[config.mk]
export PLATFORM = sky130hd
export DESIGN_NAME = wb_port_writer
export DESIGN_NICKNAME = d
export VERILOG_FILES = /design/src/rtl/wb_pkg.sv /design/src/rtl/wb_load_align.sv /design/src/rtl/wb_port_writer.sv
export SDC_FILE = /design/constraint.sdc
export NUM_CORES = 1
export LEC_CHECK = 0
export ABC_AREA = 0
export CAP_MARGIN = 15
export CORE_UTILIZATION = 27
export DETAILED_ROUTE_END_ITERATION = 8
export MAX_ROUTING_LAYER = met4
export PLACE_DENSITY = 0.6
export SYNTH_ARGS = -nofsm -noshare
export SYNTH_HDL_FRONTEND = slang
export SYNTH_SLANG_ARGS = --single-unit
[constraint.sdc]
create_clock -name clk -period 4.85 [get_ports clk]
set_clock_uncertainty 0.05 [all_clocks]
set_input_delay 0.97 -clock clk [delete_from_list [all_inputs] [get_ports clk]]
set_output_delay 0.97 -clock clk [all_outputs]
set_load 0.05 [all_outputs]
[src/rtl/wb_pkg.sv]
// Shared types and constants for the register-file write port driver:
// load type codes, partial-word byte-enable tables and the pending-load entry.
package wb_pkg;

    typedef enum logic [2:0] {
        LB  = 3'd0,
        LBU = 3'd1,
        LH  = 3'd2,
        LHU = 3'd3,
        LW  = 3'd4,
        LWL = 3'd5,
        LWR = 3'd6
    } ld_type_e;

    // Indexed by address bits [1:0]
    localparam logic [3:0][3:0] LWL_WE = {4'b1111, 4'b1110, 4'b1100, 4'b1000};
    localparam logic [3:0][3:0] LWR_WE = {4'b0001, 4'b0011, 4'b0111, 4'b1111};

    typedef struct packed {
        logic [4:0] wr;
        ld_type_e   ltype;
        logic [1:0] off;
    } ld_entry_t;

endpackage

[src/rtl/wb_load_align.sv]
// Combinational load aligner: picks, extends or shifts the memory word and
// produces the byte-lane enables for a partial-word register write.
module wb_load_align
    import wb_pkg::*;
(
    input  ld_type_e    ltype,
    input  logic [1:0]  off,
    input  logic [31:0] data,
    output logic [3:0]  we,
    output logic [31:0] wd
);

    logic [7:0]  byte_sel;
    logic [15:0] half_sel;

    always_comb begin
        byte_sel = 8'(data >> {off, 3'b000});
        // Misaligned halves never reach here, so only off[1] matters
        half_sel = off[1] ? data[31:16] : data[15:0];
        we       = 4'b0000;
        wd       = data;
        case (ltype)
            LB:  begin we = 4'b1111; wd = {{24{byte_sel[7]}}, byte_sel}; end
            LBU: begin we = 4'b1111; wd = {24'h0, byte_sel}; end
            LH:  begin we = 4'b1111; wd = {{16{half_sel[15]}}, half_sel}; end
            LHU: begin we = 4'b1111; wd = {16'h0, half_sel}; end
            LW:  begin we = 4'b1111; wd = data; end
            LWL: begin we = LWL_WE[off]; wd = data << {~off, 3'b000}; end
            LWR: begin we = LWR_WE[off]; wd = data >> {off, 3'b000}; end
            default: we = 4'b0000;
        endcase
    end

endmodule

[src/rtl/wb_port_writer.sv]
// Register-file write port driver: merges ALU results with in-order load
// responses, aligns load data and flags read-after-write hazards for decode.
module wb_port_writer
    import wb_pkg::*;
#(
    parameter int DEPTH = 4
) (
    input  logic        clk,
    input  logic        rst_n,
    input  logic        alu_valid,
    output logic        alu_ready,
    input  logic [4:0]  alu_wr,
    input  logic [31:0] alu_wd,
    input  logic        ld_issue_valid,
    output logic        ld_issue_ready,
    input  logic [4:0]  ld_issue_wr,
    input  logic [2:0]  ld_issue_type,
    input  logic [1:0]  ld_issue_off,
    input  logic        ld_resp_valid,
    input  logic [31:0] ld_resp_data,
    input  logic [4:0]  hz_rr1,
    input  logic [4:0]  hz_rr2,
    output logic        hz_stall1,
    output logic        hz_stall2,
    output logic        err_orphan,
    output logic [3:0]  reg_we,
    output logic [4:0]  WR,
    output logic [31:0] WD
);

    localparam int AW = $clog2(DEPTH);

    ld_entry_t        q [DEPTH];
    logic [DEPTH-1:0] valid;
    logic [AW-1:0]    rd_ptr, wr_ptr;
    logic             empty, full, push, pop, alu_fire;
    ld_entry_t        head;
    logic [3:0]       al_we;
    logic [31:0]      al_wd;

    // Slots fill and drain in order, so the head/tail slot valid bits give empty/full
    assign empty          = !valid[rd_ptr];
    assign full           = valid[wr_ptr];
    assign ld_issue_ready = !full;
    assign push           = ld_issue_valid && !full;
    assign pop            = ld_resp_valid && !empty;
    assign alu_ready      = !pop;
    assign alu_fire       = alu_valid && alu_ready;
    assign head           = q[rd_ptr];

    wb_load_align u_align (
        .ltype (head.ltype),
        .off   (head.off),
        .data  (ld_resp_data),
        .we    (al_we),
        .wd    (al_wd)
    );

    always_ff @(posedge clk) begin
        if (push) q[wr_ptr] <= '{wr: ld_issue_wr, ltype: ld_type_e'(ld_issue_type), off: ld_issue_off};
    end

    always_ff @(posedge clk) begin
        if (!rst_n) begin
            valid  <= '0;
            rd_ptr <= '0;
            wr_ptr <= '0;
        end else begin
            if (push) begin
                valid[wr_ptr] <= 1'b1;
                wr_ptr        <= wr_ptr + 1'b1;
            end
            if (pop) begin
                valid[rd_ptr] <= 1'b0;
                rd_ptr        <= rd_ptr + 1'b1;
            end
        end
    end

    always_ff @(posedge clk) begin
        if (!rst_n) begin
            reg_we     <= '0;
            WR         <= '0;
            WD         <= '0;
            err_orphan <= 1'b0;
        end else begin
            if (pop) begin
                reg_we <= (head.wr != '0) ? al_we : 4'b0000;
                WR     <= head.wr;
                WD     <= al_wd;
            end else if (alu_fire) begin
                reg_we <= (alu_wr != '0) ? 4'b1111 : 4'b0000;
                WR     <= alu_wr;
                WD     <= alu_wd;
            end else begin
                reg_we <= '0;
            end
            if (ld_resp_valid && empty) err_orphan <= 1'b1;
        end
    end

    // Pending writes: every queued load plus the uncommitted output stage
    always_comb begin
        hz_stall1 = 1'b0;
        hz_stall2 = 1'b0;
        if (reg_we != '0) begin
            if (WR == hz_rr1) hz_stall1 = 1'b1;
            if (WR == hz_rr2) hz_stall2 = 1'b1;
        end
        for (int i = 0; i < DEPTH; i++) begin
            if (valid[i] && q[i].wr == hz_rr1) hz_stall1 = 1'b1;
            if (valid[i] && q[i].wr == hz_rr2) hz_stall2 = 1'b1;
        end
        if (hz_rr1 == '0) hz_stall1 = 1'b0;
        if (hz_rr2 == '0) hz_stall2 = 1'b0;
    end

endmodule

[Word level (Yosys, flattened, before mapping)]
Memories as Yosys holds them, arrays and structs flattened. A register that Yosys moved wholly into a read port is not among the register bits.
Cells that the tools add are included.
Operators by class
  $add $sub $neg: 2
  multiply operators: 0
  divide/modulo/power cells: 0
  order comparisons: 5
  equal/unequal tests: 16
  shifts and indexed selects: 2
  mux-type cells: 44
  bitwise operators: 4
  reduce and logical (&&, ||, !) cells: 25
Operators with widths (count)
  $pmux W32 S6: 1
  $mux W32: 2
  $eq A5 B5 Y1: 10
  $mux W4: 9
  $shl A32 B5 Y32: 1
  $shr A32 B5 Y32: 1
  $mux W1: 20
  $bmux W4 S2: 2
  $mux W16: 1
  $logic_and A1 B1 Y1: 14
  $pmux W4 S3: 1
  $logic_not A5 Y1: 2
  $mux W5: 2
  $reduce_bool A5 Y1: 2
  $eq A3 B3 Y1 const B: 3
  $lt A2 B3 Y1 const B: 3
  $eq A3 B2 Y1 const B: 2
  $reduce_or A5 Y1: 1
  $add A2 B1 Y2 const B: 2
  $and A4 B4 Y4: 1
  $bmux W1 S2: 2
  $demux W1 S2: 2
  $ge A2 B1 Y1 const B: 2
  $mux W2: 2
  8 further kinds: 10
Storage, ports and cells
  register bits after elaboration: 50
  latch bits: 0
  RAM bits: 40
  ROM bits: 0
  bits of input ports: 94
  output and inout port bits: 46
  logic and storage cells: 106
  memories kept: 1
Memory list
  q: words 4, width 10, rd ports 5, clocked after Yosys merged registers in 1, write ports 1, line wb_port_writer.sv:33  | ld_entry_t q [DEPTH];

[Logic depth before layout (Yosys ltp)]
Gate-level depths: netlist (run 1).
  depth after elaboration: 9
  gate-level depth with buffers: 9
  depth with buffers taken out: 7

[Modules after synthesis]
A second synthesis (run 1) with hierarchy kept.
Second synthesis, totals
  cells, all modules: 586
  area, all modules: 5963.2 um^2
By module, submodules not included
  wb_port_writer: times used 1, cells an instance 373, area each 4519.3 um^2, sequential area each 2242.2 um^2
  wb_load_align: times used 1, cells an instance 213, area each 1443.9 um^2, sequential area each 0.0 um^2

[Least setup slack after synthesis (run 1)]
No wires, ideal clock.
  kind: input-to-output
  from: in hz_rr1[0]
  to: out hz_stall1
  data arrival time: 2.268 ns
  data required time: 3.830 ns
  path slack: 1.562 ns
  stages on the path: 7
  path buffers: 1
  cell sequence: clkbuf_1 > xor2_1 > nor4_1 > and3_1 > a31oi_1 > nand4_1 > o21a_1
On the way
  word-level cells in the longest chain between the ends: 8
  elaborated cells between the ends (all ways): 17
  those cells by class: eq/ne: 5; mux: 7; reduce/logical: 5
Ends and longest elaborated chain
  from (decl): line wb_port_writer.sv:21  | input logic [4:0] hz_rr1,
  $eq A5 B5 Y1: line wb_port_writer.sv:107  | if (WR == hz_rr1) hz_stall1 = 1'b1;
  $mux W1: line wb_port_writer.sv:107
  $mux W1: line wb_port_writer.sv:106  | if (reg_we != '0) begin
  $mux W1 (4 in series): line wb_port_writer.sv:111  | if (valid[i] && q[i].wr == hz_rr1) hz_stall1 = 1'b1;
  $mux W1 *: line wb_port_writer.sv:114  | if (hz_rr1 == '0) hz_stall1 = 1'b0;
  to (decl): line wb_port_writer.sv:23  | output logic hz_stall1,
Mark *: on every way between the ends. The rest lies on a longest branch, timed or not.

[Worst setup path in the final report (run 1)]
Same ends and word-level chain as after synthesis.

==> impl_metrics.py, run 1 <==
metrics = {
    "floorplan": {
        "die_w_microns": 150.6,
        "rows": 54,
        "initial_core_util_pct": 27.42,
        "dieArea_sq_um": 22690,
        "coreArea_sq_um": 21760,
        "die_h_microns": 150.6,
        "num_io_pins": 140,
    },
    "clock_network": {
        "root_buffer": "clkbuf_16",
        "clock_sinks": 92,
        "ctsResizeCount": 0,
        "cts_hold_buf": 0,
        "cts_max_level": 3,
        "cts_buffers": 9,
        "clkLatencyLatePin_ns": 0.36,
        "cts_setup_buffers": 0,
        "clkTransAtPathRegs_ns": 0.06,
        "clockBufferDepth": 2,
        "cts_tree": "built",
    },
    "critical_path": {
        "crit_required_ns": 3.83,
        "startpoint_type": "input pin",
        "arrival_ns": 3.26,
        "cp-end-kind": "output pin",
        "path_class": "input pin to output pin",
        "cp_max_fo": 6,
        "crit_start": "hz_rr1[0]",
    },
    "synthesis": {
        "ys_ff_latch": 92,
        "synth_seq_area_share_pct": 37.59,
        "async_flop_share_pct": 0,
        "yosysTopAreaCellShare_pct": 20.14,
        "syn_area_sq_um": 5964,
        "synth_area_leaders": "edfxtp_1 20%, dfxtp_1 17%, mux2i_1 6.9%",
        "netlist_instances": 606,
        "yosysMostFrequentCell": "dfxtp_1",
        "ys.flop_type": "dfxtp_1",
        "syn_avg_cell_area_sq_um": 9.842,
        "synth_fp_nets": 708,
        "yosys_warnings": 0,
        "synthTopCellsByCount": "52 x dfxtp_1, 48 x nor2_1, 42 x a21oi_1",
        "ys_types": 53,
        "synth_edf_count": 40,
        "synth_largest_area_cell": "edfxtp_1",
    },
    "timing": {
        "whs_ns": 0.4616,
        "tightest_slew_ns": 0.9877,
        "finalSetupViolations": 0,
        "hold_viol": 0,
        "fin_crit_ns": 4.280,
        "slew_headroom_pct": 33.71,
        "fin_crit_sh_pct": 88.25,
        "rsz0062_at_grt": "false",
        "fin_setup_tns_ns": 0,
        "fin_ws_ns": 0.5697,
        "fmax_mhz": 233.6,
        "drv_slew": 0,
    },
    "finish": {
        "nNetsFinal": 816,
        "n_antenna_cell": 0,
        "fin_util_pct": 35.95,
        "multi_input_area_sq_um": 3430,
        "seq_area_sq_um": 2242,
        "drive_gt1_share_pct": 9.318,
        "fillers": 2202,
        "final_area_sq_um": 7821,
        "syn_to_final_growth_pct": 31.13,
    },
    "detailed_routing": {
        "vias_per_cell": 5.315,
        "vias": 5310,
        "drt-total-wl_mm": 19.31,
        "drt_iter0_drc": 343,
        "antenna_left": 0,
        "wl_per_cell_microns": 19.33,
        "first_pass_iters": 5,
        "drc": 0,
    },
    "place": {
        "place_area_sq_um": 7530,
        "place.gp.congestion": 0.9040,
        "dp_hpwl_mm": 13.85,
        "numPortBuffers": 139,
        "dp_slack_ns": 0.5707,
    },
    "status": {
        "status": "completed",
    },
    "global_routing": {
        "grt_usage_pct": 17.52,
        "grt_max_degree": 52,
        "grt_pass1_vias": 5150,
        "grt_pass1_wl_mm": 29.15,
        "antenna_found_initial": 0,
        "grt_remaining_overflow": 0,
    },
    "power_and_ir_drop": {
        "vdd_ir_drop_max_v": 0.0001502,
        "powerDensity_nw_per_um2": 360.5,
        "p_leak_nw": 2.917,
    },
    "min_path": {
        "worstHoldStart": "err_orphan",
        "hp-class": "flip-flop to flip-flop",
    },
    "job": {
        "cap_violations": 0,
    },
}
-- power breakdown --
| part | internal [mW] | switching [mW] | total, mW |
|---|---|---|---|
| logic | 0.450 | 0.702 | 1.15 |
| registers | 0.901 | 0.0713 | 0.972 |
| clock network | 0.360 | 0.335 | 0.696 |
| total | 1.71 | 1.11 | 2.82 |
-- critical path, cell delays in order --
cell and delay, ns:
clkdlybuf4s50_1 0.57, xor2_1 0.21, nor4_1 0.26, and3_1 0.19, a31oi_1 0.04, nand4_1 0.10
o21a_1 0.12, clkdlybuf4s50_1 0.79
-- flip-flops by register name, summed over array words and instances (netlist names), named ones only --
name        count
WR              5
reg_we          4
rd_ptr          2
err_orphan      1
q              40
valid           4
WD             32
wr_ptr          2
-- stage by stage --
stage,power [mW],cells
final,2.820,999
after global routing,2.949,999
after CTS,2.834,999
after detailed placement,2.133,983
after global placement,2.130,983
after floorplan,1.772,606
-- logic make-up (layout without fill, tap and decap cells) --
logic type      after synthesis  in the layout  share of synthesized area, %
xor+xnor                     52             52                         7.636
mux                          77             77                         16.32
flops                        92             92                         37.59
buf+inv                      66            179                         4.909
simple gates                140            140                         11.24
compound gates              171            171                         20.62
fa+ha+maj                     8              8                         1.678
-- area by class of cell --
cell class	instances	area share, %
well taps	280	4.479
flip-flops and latches	92	28.67
inverters	15	0.7199
clock inverters	7	0.8479
clock buffers	9	2.880
repair buffers	148	18.56
multi-input cells	448	43.85
-- cell usage in the layout, fill, tap and decap left out, types with 9 or more instances in the layout --
cell | synthesis | layout
a21oi_1 | 42 | 42
and2_1 | 8 | 9
buf_4 | 1 | 10
clkbuf_16 | 0 | 9
clkdlybuf4s50_1 | 0 | 137
dfxtp_1 | 52 | 52
edfxtp_1 | 40 | 40
inv_1 | 15 | 15
mux2_2 | 22 | 22
mux2i_1 | 41 | 41
mux4_2 | 12 | 12
nand2_1 | 32 | 32
nand2b_1 | 9 | 9
nand3_1 | 13 | 13
nor2_1 | 48 | 48
nor4_1 | 11 | 11
o211a_1 | 9 | 9
o21a_1 | 9 | 9
o21ai_0 | 19 | 19
o221ai_1 | 25 | 25
o22ai_1 | 9 | 9
xnor2_1 | 14 | 14
xor2_1 | 38 | 38
-- per-layer routing --
| metal | global-route usage (%) | wire length, microns | vias up |
|---|---|---|---|
| met5 | - | 0 | - |
| met4 | 6.800 | 495 | 0 |
| met3 | 3.606 | 1458 | 31 |
| met2 | 26.77 | 8767 | 192 |
| met1 | 22.63 | 8586 | 2593 |
| li1 | - | - | 2494 |
-- path summary, 6_finish.rpt --
path	end	slack, ns	cells past startpoint
setup / recovery	hz_stall1	0.57	8
hold / removal	err_orphan	0.46	1
setup reg to reg	WD[30]	1.31	8
hold reg to reg	err_orphan	0.46	1
(Power assumes the default switching activity.)
==> run 2: changes to the inputs <==
--- a/config.mk
+++ b/config.mk
@@ -11,6 +11,8 @@
 export DETAILED_ROUTE_END_ITERATION = 8
 export MAX_ROUTING_LAYER = met4
 export PLACE_DENSITY = 0.6
+export REMOVE_ABC_BUFFERS = 1
+export SETUP_SLACK_MARGIN = 0.3
 export SYNTH_ARGS = -nofsm -noshare
 export SYNTH_HDL_FRONTEND = slang
 export SYNTH_SLANG_ARGS = --single-unit
==> run 2 against run 1 <==
Utilization barely moved; first-iteration DRC count down 31%; sequential share of layout area about the same; power is 2.3% higher; wire length up 6.2%; hold slack worse by 0.043 ns; clock power is 6.2% higher; register-to-register slack improved by 0.30 ns; largest cell class unchanged; non-clock buffer count stayed put.
==> impl_metrics.py, run 2 (same netlist as run 1, synthesis figures left out) <==
metrics = {
    "timing": {
        "whs_ns": 0.4191,
        "fmax_mhz": 231.8,
        "drv_slew": 0,
        "slew_headroom_pct": 25.68,
        "tightest_slew_ns": 1.107,
        "fin_crit_ns": 4.314,
        "fin_ws_ns": 0.5355,
        "fin_setup_tns_ns": 0,
        "fin_crit_sh_pct": 88.96,
        "rsz0062_at_grt": "false",
        "finalSetupViolations": 0,
        "hold_viol": 0,
    },
    "clock_network": {
        "cts_max_level": 3,
        "clkLatencyLatePin_ns": 0.36,
        "ctsResizeCount": 0,
        "clkTransAtPathRegs_ns": 0.07,
        "clockBufferDepth": 2,
        "cts_hold_buf": 0,
        "cts_setup_buffers": 0,
        "cts_buffers": 9,
        "root_buffer": "clkbuf_16",
        "cts_tree": "built",
        "clock_sinks": 92,
    },
    "floorplan": {
        "coreArea_sq_um": 21760,
        "die_h_microns": 150.6,
        "rows": 54,
        "dieArea_sq_um": 22690,
        "die_w_microns": 150.6,
        "initial_core_util_pct": 27.42,
        "num_io_pins": 140,
    },
    "finish": {
        "fillers": 2224,
        "reg_top3": "q: 40 flops, WD: 32 flops, WR: 5 flops",
        "final_common_cell": "clkdlybuf4s50_1",
        "largest_register_ffs": 40,
        "drive_gt1_share_pct": 9.597,
        "top_register": "q",
        "final_cell_mix": "136 x clkdlybuf4s50_1, 52 x dfxtp_1, 48 x nor2_1",
        "nNetsFinal": 816,
        "syn_to_final_growth_pct": 31.28,
        "multi_input_area_sq_um": 3431,
        "seq_area_sq_um": 2242,
    },
    "global_routing": {
        "grt_pass1_vias": 5254,
        "grt_remaining_overflow": 0,
        "antenna_found_initial": 1,
        "grt_pass1_wl_mm": 30.56,
        "grt_max_degree": 52,
        "grt_usage_pct": 18.72,
    },
    "power_and_ir_drop": {
        "vdd_ir_drop_max_v": 0.0001800,
        "powerDensity_nw_per_um2": 368.2,
        "p_leak_nw": 2.918,
    },
    "detailed_routing": {
        "wl_per_cell_microns": 20.51,
        "vias_per_cell": 5.371,
        "drc": 0,
        "first_pass_iters": 5,
        "vias": 5371,
        "drt-total-wl_mm": 20.51,
        "drt_iter0_drc": 238,
        "antenna_left": 0,
    },
    "critical_path": {
        "cp_max_fo": 6,
        "arrival_ns": 3.29,
        "path_class": "input pin to output pin",
        "crit_required_ns": 3.83,
        "startpoint_type": "input pin",
        "r2r_slack_ns": 1.61,
        "cp-end-kind": "output pin",
    },
    "status": {
        "status": "completed",
    },
    "min_path": {
        "hp-class": "flip-flop to flip-flop",
    },
    "place": {
        "dp_slack_ns": 0.5563,
        "dp_hpwl_mm": 14.23,
        "numPortBuffers": 139,
        "place.gp.congestion": 0.8749,
    },
    "job": {
        "cap_violations": 0,
    },
}
-- run 2: changes by cell type in the layout (fill, tap and decap cells not counted), sizes merged --
cell           change
inv                -2
buf                +1
bufinv             +1
clkinv             -1
clkbuf             +1
diode              +1
clkdlybuf4s50      -1
clkinvlp           +1
-- run 2: report_power, final --
part	switching [mW]	total, mW	internal [mW]
Clock	0.333	0.739	0.406
Sequential	0.0690	0.970	0.901
Combinational	0.720	1.17	0.455
-- run 2: per-stage QoR --
stage                     cells  area, sq um  total power [mW]  util [%]
after floorplan             555         5728             1.711         -
after global placement      983         7526             2.149     34.59
after detailed placement    983         7526             2.154     34.59
after CTS                   999         7828             2.896     35.98
after global routing       1000         7830             3.011     35.99
final                      1000         7830             2.883     35.99
-- run 2: final timing paths --
kind	from	end	depth (start not counted)
max reg2reg	flip-flop	WD[30]	6
min	err_orphan	err_orphan	1
min reg2reg	err_orphan	err_orphan	1
max	hz_rr1[1]	hz_stall1	7
-- run 2: critical path: stages --
cell and delay, ns:
clkdlybuf4s50_1 0.56, xor2_1 0.21, nor4_1 0.37, a31oi_1 0.15
nand4_1 0.11, o21a_1 0.12, clkdlybuf4s50_1 0.79
-- run 2: layout make-up --
cell class                 instances  share of cell area, %
timing repair buffer             148                  18.47
inverter                          15                 0.7191
tap                              280                  4.474
sequential                        92                  28.64
antenna                            1                0.03196
clock inverter                     6                 0.9268
multi-input combinational        448                  43.82
clock buffer                      10                  2.924
-- run 2: metal layers --
metal	share of wire, %	up-vias	global-route usage (%)
met5	0	-	-
met4	1.4	0	5.050
met2	46	216	29.88
met1	44	2628	23.49
met3	8.2	24	4.667
li1	-	2503	-
